--- config.mk ---
export PLATFORM = sky130hd
export DESIGN_NAME = ov7670_sccb_config
export DESIGN_NICKNAME = d
export VERILOG_FILES = /design/src/rtl/ov7670_sccb_config.sv
export SDC_FILE = /design/constraint.sdc
export NUM_CORES = 1
export LEC_CHECK = 0
export ABC_AREA = 1
export CAP_MARGIN = 20
export CORE_ASPECT_RATIO = 1.1
export CORE_UTILIZATION = 60
export CTS_CLUSTER_SIZE = 40
export DETAILED_ROUTE_END_ITERATION = 7
export GPL_ROUTABILITY_DRIVEN = 1
export GPL_TIMING_DRIVEN = 0
export PLACE_DENSITY = 0.81
export REMOVE_ABC_BUFFERS = 1
export SLEW_MARGIN = 20
export SYNTH_ARGS = -nofsm -noshare
export SYNTH_HDL_FRONTEND = slang
export SYNTH_SLANG_ARGS = --single-unit
export TNS_END_PERCENT = 50
--- constraint.sdc ---
create_clock -name clk -period 3.2 [get_ports clk]
set_input_delay 0.96 -clock clk [delete_from_list [all_inputs] [get_ports clk]]
set_output_delay 0.96 -clock clk [all_outputs]
set_load 0.01 [all_outputs]
--- src/rtl/ov7670_sccb_config.sv ---
// ---------------------------------------------------------------------------
// ov7670_sccb_config
//   Power-up register loader for the OV7670. Walks an external synchronous ROM
//   of {reg_addr, reg_data} words from address 0 and issues one SCCB 3-phase
//   write (ID, sub-address, data) per entry. 16'hF0F0 inserts a fixed wait,
//   16'hFFFF terminates the table. done gates use of the capture path.
//
// Ports
//   clk       in   system clock
//   rst       in   asynchronous, active-low reset
//   start     in   1-clk pulse, accepted only while idle or done
//   rom_addr  out  ROM address (ROM_AW bits)
//   rom_data  in   {reg_addr, reg_data}, valid one clk after rom_addr
//   sioc      out  SCCB clock, push-pull
//   siod_oe   out  1 = pull SIOD low, 0 = release (pull-up gives 1)
//   busy      out  high from accepted start until done
//   done      out  high after the end entry, cleared by the next start
// ---------------------------------------------------------------------------
module ov7670_sccb_config #(
    parameter int          CLK_DIV   = 250,
    parameter logic [7:0]  DEV_ID    = 8'h42,
    parameter int          ROM_AW    = 8,
    parameter int          DELAY_CYC = 1000000,
    parameter int          GAP_Q     = 8
) (
    input  logic              clk,
    input  logic              rst,
    input  logic              start,
    output logic [ROM_AW-1:0] rom_addr,
    input  logic [15:0]       rom_data,
    output logic              sioc,
    output logic              siod_oe,
    output logic              busy,
    output logic              done
);

    localparam int DIV_W = (CLK_DIV > 1) ? $clog2(CLK_DIV) : 1;
    localparam int DLY_W = $clog2(DELAY_CYC + 1);
    localparam int GAP_W = (GAP_Q > 1) ? $clog2(GAP_Q) : 1;
    localparam logic [DIV_W-1:0] DIV_LAST = DIV_W'(CLK_DIV - 1);
    localparam logic [DLY_W-1:0] DLY_LAST = DLY_W'(DELAY_CYC - 1);
    localparam logic [GAP_W-1:0] GAP_LAST = GAP_W'(GAP_Q - 1);

    typedef enum logic [2:0] {
        S_IDLE, S_FETCH, S_START, S_BIT, S_STOP, S_GAP, S_DELAY, S_DONE
    } state_t;

    state_t            state_q, state_d;
    logic [DIV_W-1:0]  div_q, div_d;
    logic [1:0]        qtr_q, qtr_d;
    logic [4:0]        bit_q, bit_d;
    logic [GAP_W-1:0]  gap_q, gap_d;
    logic [DLY_W-1:0]  dly_q, dly_d;
    logic              fetch_q, fetch_d;
    logic [26:0]       frame_q, frame_d;
    logic [ROM_AW-1:0] addr_q, addr_d;
    logic              sioc_q, sioc_d;
    logic              oe_q, oe_d;
    logic              tick;
    logic              last_entry;
    logic [4:0]        bit_idx;

    assign tick       = (div_q == DIV_LAST);
    assign last_entry = (addr_q == {ROM_AW{1'b1}});

    always_comb begin
        state_d = state_q;
        div_d   = div_q;
        qtr_d   = qtr_q;
        bit_d   = bit_q;
        gap_d   = gap_q;
        dly_d   = dly_q;
        fetch_d = fetch_q;
        frame_d = frame_q;
        addr_d  = addr_q;

        // Quarter divider runs only while the bus is being timed.
        if (state_q == S_START || state_q == S_BIT || state_q == S_STOP || state_q == S_GAP) begin
            div_d = tick ? '0 : div_q + 1'b1;
        end

        case (state_q)
            S_IDLE, S_DONE: begin
                if (start) begin
                    state_d = S_FETCH;
                    addr_d  = '0;
                    fetch_d = 1'b0;
                    div_d   = '0;
                end
            end
            S_FETCH: begin
                // First cycle lets the ROM register the new address.
                if (!fetch_q) begin
                    fetch_d = 1'b1;
                end else if (rom_data == 16'hFFFF) begin
                    state_d = S_DONE;
                end else if (rom_data == 16'hF0F0) begin
                    state_d = S_DELAY;
                    dly_d   = '0;
                end else begin
                    state_d = S_START;
                    qtr_d   = '0;
                    div_d   = '0;
                    // The 1 after each byte releases SIOD for the don't-care bit.
                    frame_d = {DEV_ID, 1'b1, rom_data[15:8], 1'b1, rom_data[7:0], 1'b1};
                end
            end
            S_START: begin
                if (tick) begin
                    if (qtr_q == 2'd1) begin
                        state_d = S_BIT;
                        qtr_d   = '0;
                        bit_d   = '0;
                    end else begin
                        qtr_d = qtr_q + 2'd1;
                    end
                end
            end
            S_BIT: begin
                if (tick) begin
                    qtr_d = qtr_q + 2'd1;
                    if (qtr_q == 2'd3) begin
                        if (bit_q == 5'd26) begin
                            state_d = S_STOP;
                            qtr_d   = '0;
                        end else begin
                            bit_d = bit_q + 5'd1;
                        end
                    end
                end
            end
            S_STOP: begin
                if (tick) begin
                    if (qtr_q == 2'd2) begin
                        state_d = S_GAP;
                        gap_d   = '0;
                    end else begin
                        qtr_d = qtr_q + 2'd1;
                    end
                end
            end
            S_GAP: begin
                if (tick) begin
                    if (gap_q == GAP_LAST) begin
                        if (last_entry) begin
                            state_d = S_DONE;
                        end else begin
                            state_d = S_FETCH;
                            addr_d  = addr_q + 1'b1;
                            fetch_d = 1'b0;
                        end
                    end else begin
                        gap_d = gap_q + 1'b1;
                    end
                end
            end
            S_DELAY: begin
                if (dly_q == DLY_LAST) begin
                    if (last_entry) begin
                        state_d = S_DONE;
                    end else begin
                        state_d = S_FETCH;
                        addr_d  = addr_q + 1'b1;
                        fetch_d = 1'b0;
                    end
                end else begin
                    dly_d = dly_q + 1'b1;
                end
            end
            default: state_d = S_IDLE;
        endcase
    end

    // Line levels are decoded from the next state so they leave registers
    // and change on the same edge as the state/quarter they belong to.
    always_comb begin
        sioc_d  = 1'b1;
        oe_d    = 1'b0;
        bit_idx = 5'd26 - bit_d;
        case (state_d)
            S_START: begin
                oe_d   = 1'b1;
                sioc_d = (qtr_d == 2'd0);
            end
            S_BIT: begin
                oe_d   = ~frame_d[bit_idx];
                sioc_d = qtr_d[1];
            end
            S_STOP: begin
                sioc_d = (qtr_d != 2'd0);
                oe_d   = (qtr_d != 2'd2);
            end
            default: begin
                sioc_d = 1'b1;
                oe_d   = 1'b0;
            end
        endcase
    end

    always_ff @(posedge clk or negedge rst) begin
        if (!rst) begin
            state_q <= S_IDLE;
            div_q   <= '0;
            qtr_q   <= '0;
            bit_q   <= '0;
            gap_q   <= '0;
            dly_q   <= '0;
            fetch_q <= 1'b0;
            frame_q <= '0;
            addr_q  <= '0;
            sioc_q  <= 1'b1;
            oe_q    <= 1'b0;
        end else begin
            state_q <= state_d;
            div_q   <= div_d;
            qtr_q   <= qtr_d;
            bit_q   <= bit_d;
            gap_q   <= gap_d;
            dly_q   <= dly_d;
            fetch_q <= fetch_d;
            frame_q <= frame_d;
            addr_q  <= addr_d;
            sioc_q  <= sioc_d;
            oe_q    <= oe_d;
        end
    end

    assign rom_addr = addr_q;
    assign sioc     = sioc_q;
    assign siod_oe  = oe_q;
    assign busy     = (state_q != S_IDLE) && (state_q != S_DONE);
    assign done     = (state_q == S_DONE);

endmodule

==> metrics.md <==
| Metric | Value |
|---|---|
| #FFs+latches synth | `79` |
| Sw Pwr | `0.420 mW` |
| Final period util | `0.996` |
| All-Layer GR Usage | `0.295` |
| Worst-Skew Late Latency | `360 ps` |
| Initial Util | `0.632` |
| First drt pass iteration count | `6` |
| Antenna viol nets, final | `0` |
| Setup CP Type | `reg2out` |
| DP Worst Slack | `-817 ps` |
| Initial antenna violation count | `0` |
| Actual slew at the worst max-slew pin | `791 ps` |
| Worst EP arrival | `2230 ps` |
| Final Skew | `10.6 ps` |
| H-tree depth | `3` |
| Vias in the first global route | `4298` |
| Clock buffer count from CTS | `9` |
| RSZ-0062 raised after global routing | `true` |
| Cell area after synthesis | `4830 µm²` |
| Placed inst area | `5250 µm²` |
| Synth Area per Inst | `7.33 µm²` |
| CP Capture Type | `output pin` |
| Final setup violation count | `0` |
| Number of buffers on the longest clock path | `2` |
| DRC viols | `0` |
| Gr ovfl total | `0` |
| PD cells | `349 nW/µm²` |
| Crit path time final | `3190 ps` |
| Clk slew on worst S/H paths | `80 ps` |
| Startpoint Class | `flop` |
| Top post-synthesis cells by area | `dfrtp_1, nand2_1, nand3_1` |
| Gpl congestion | `0.899` |
| Critical Path Slowest Stage Cell | `clkdlybuf4s50_1` |
| Worst VDD drop | `310 µV` |
| CTS sink cnt | `79` |
| Total power | `1.96 mW` |
| Max cap viols | `0` |
| Cell Rows | `33` |
| Final hold vios | `0` |
| Ant diodes | `0` |
| Seq/Total Area, Yosys | `0.410` |
| Switching Fraction | `0.214` |
| Most common cell after layout, fill and taps aside | `nand2_1` |
| Maximum clock frequency | `314 MHz` |
| Drt wl/cell | `14.3 µm` |
| Post-Route WL | `11600 µm` |
| Via/cell ratio | `5.68` |
| # IOs | `31` |
| Unique cell type count in the Yosys netlist | `46` |
| Crit path top cell by count | `inv_2` |
| Die Width | `87.5 µm` |
| Most frequent cells in the layout | `nand2_1, inv_1, dfrtp_1` |
| Filler cell count in the final layout | `596` |
| Crit-path max FO | `6` |
| Final instance area | `5630 µm²` |
| Largest area contributor in the netlist | `dfrtp_1` |
| Worst R2R Path Depth | `19` |
| Comb pwr share | `0.029` |
| Largest net degree at the start of global routing | `59` |
| Int Pwr | `1.54 mW` |
| Share of cells above drive strength 1 | `0.113` |
| Synth top area share | `0.404` |
| P_leak | `2.87 nW` |
| CTS tree | `done` |
| Core box area | `7640 µm²` |
| Max-slew headroom | `0.470` |
| Post-Synthesis Cells | `659` |
| Warnings, synthesis | `0` |
| Post-DP HPWL | `8150 µm` |
| First-pass GRT wire length | `19100 µm` |
| Root buffer cell | `clkbuf_8` |
| Sequential power share | `0.508` |
| Slowest Stage Delay on Critical Path | `550 ps` |
| Final #Nets | `735` |
| Via count | `4612` |
| Final worst setup slack | `13.3 ps` |
| Layout area overhead | `16.5%` |
| Max Slew Vio Count | `0` |
| # port buffers | `30` |
| Cell count of the worst hold path | `2` |
| Worst EP required | `2240 ps` |
| Asr flop ratio synth | `1.00` |
| Hold Crit Class | `reg2reg` |
| Hold-fix buffers, CTS | `0` |
| Clk pwr share | `0.463` |
| Initial drt markers | `319` |
| Number of enable flip-flop cells after synthesis | `0` |
| Most used DFF post-synth | `dfrtp_1` |
| Outcome | `finished, final reports clean` |
| Chip height | `96.1 µm` |
| Die area | `8410 µm²` |
| CP Cell Sequence | `inv_1 > nor3_2 > inv_2 > nand2_4 > inv_2 > nand2_2 > clkdlybuf4s50_1` |
## cell type report
| class | count | area (µm²) | share of cell area |
|---|---|---|---|
| multi-input combinational | 461 | 2440 | 0.434 |
| sequential | 79 | 1980 | 0.352 |
| timing repair buffer | 43 | 423 | 0.0752 |
| inverter | 108 | 410 | 0.0730 |
| clock buffer | 11 | 131 | 0.0234 |
| tap | 105 | 131 | 0.0234 |
| clock inverter | 5 | 106 | 0.0189 |
## cell usage after synthesis, types with 4 or more instances
master	count
inv_1	92
o21ai_0	25
ha_1	14
nor3_1	17
nor2_1	64
nand4_1	26
nand2_1	153
dfrtp_1	78
nand2_2	7
nor3_2	5
nand3_1	75
and2_1	7
clkbuf_1	6
inv_2	15
a221oi_1	4
nor2_2	6
xnor2_1	4
a21oi_1	13
buf_2	4
## per-stage QoR
step                       util  cells  TNS, ps  hold WS, ps
final                     0.736    812        0          459
after global routing      0.736    812     -112          482
after CTS                 0.723    802        0          463
after detailed placement  0.687    784   -12880          443
after global placement    0.681    782  -157120          438
after floorplan               -    647        0          423
## metal layers
metal | part of all wire | global-route usage | vias up
met1 | 0.43 | 0.373 | 2208
met4 | 0.029 | 0.160 | 0
li1 | - | - | 2232
met5 | 0 | 0 | -
met3 | 0.051 | 0.0437 | 36
met2 | 0.49 | 0.488 | 136
## registers in the layout, indices dropped and copies added (netlist names)
signal	cells
bit_q	5
dly_q	20
siod_oe	1
frame_q	27
gap_q	3
qtr_q	2
fetch_q	1
sioc	1
div_q	8
state_q	3
rom_addr	8
## power groups by stage
stage / Sequential (mW) / Clock, mW / Combinational (mW)
floorplan: 1.02 / 0 / 0.00622
global placement: 1.02 / 0 / 0.0532
detailed placement: 1.02 / 0 / 0.0582
CTS: 0.997 / 0.914 / 0.0585
global route: 0.997 / 0.953 / 0.0649
finish: 0.997 / 0.909 / 0.0572
## critical path: cells and delay by family (launching register included)
family,cells,cell delay [ps]
simple gates,3,540
flops,1,470
buf+inv,4,850
## repair_timing
item	CTS	global route
buffers inserted	1	10
cloned	1	0
pin swaps	1	6
endpoints found under the setup margin	12	20
resized for setup	8	7
hold endpoints to repair	0	0
## path summary, 6_finish.rpt
kind	start	to	slack, ps
hold / removal	frame_q[9]	frame_q[9]	460
setup / recovery	state_q[1]	busy	10
setup reg to reg	div_q[1]	siod_oe	230
hold reg to reg	frame_q[9]	frame_q[9]	460
min in group asynchronous	rst	dly_q[4]	480
max in group asynchronous	rst	frame_q[0]	2140
## logic make-up (layout without fill, tap and decap cells)
group / Yosys count / count (layout) / synth area share
flip-flops: 79 / 79 / 0.410
AO/OA/AOI/OAI: 64 / 64 / 0.0821
AND/OR/NAND/NOR: 374 / 375 / 0.360
multiplexers: 1 / 1 / 0.00233
XOR/XNOR: 7 / 7 / 0.0127
adder cells (fa/ha/maj): 14 / 14 / 0.0363
buffers and inverters: 120 / 167 / 0.0967
(Power assumes the default switching activity.)
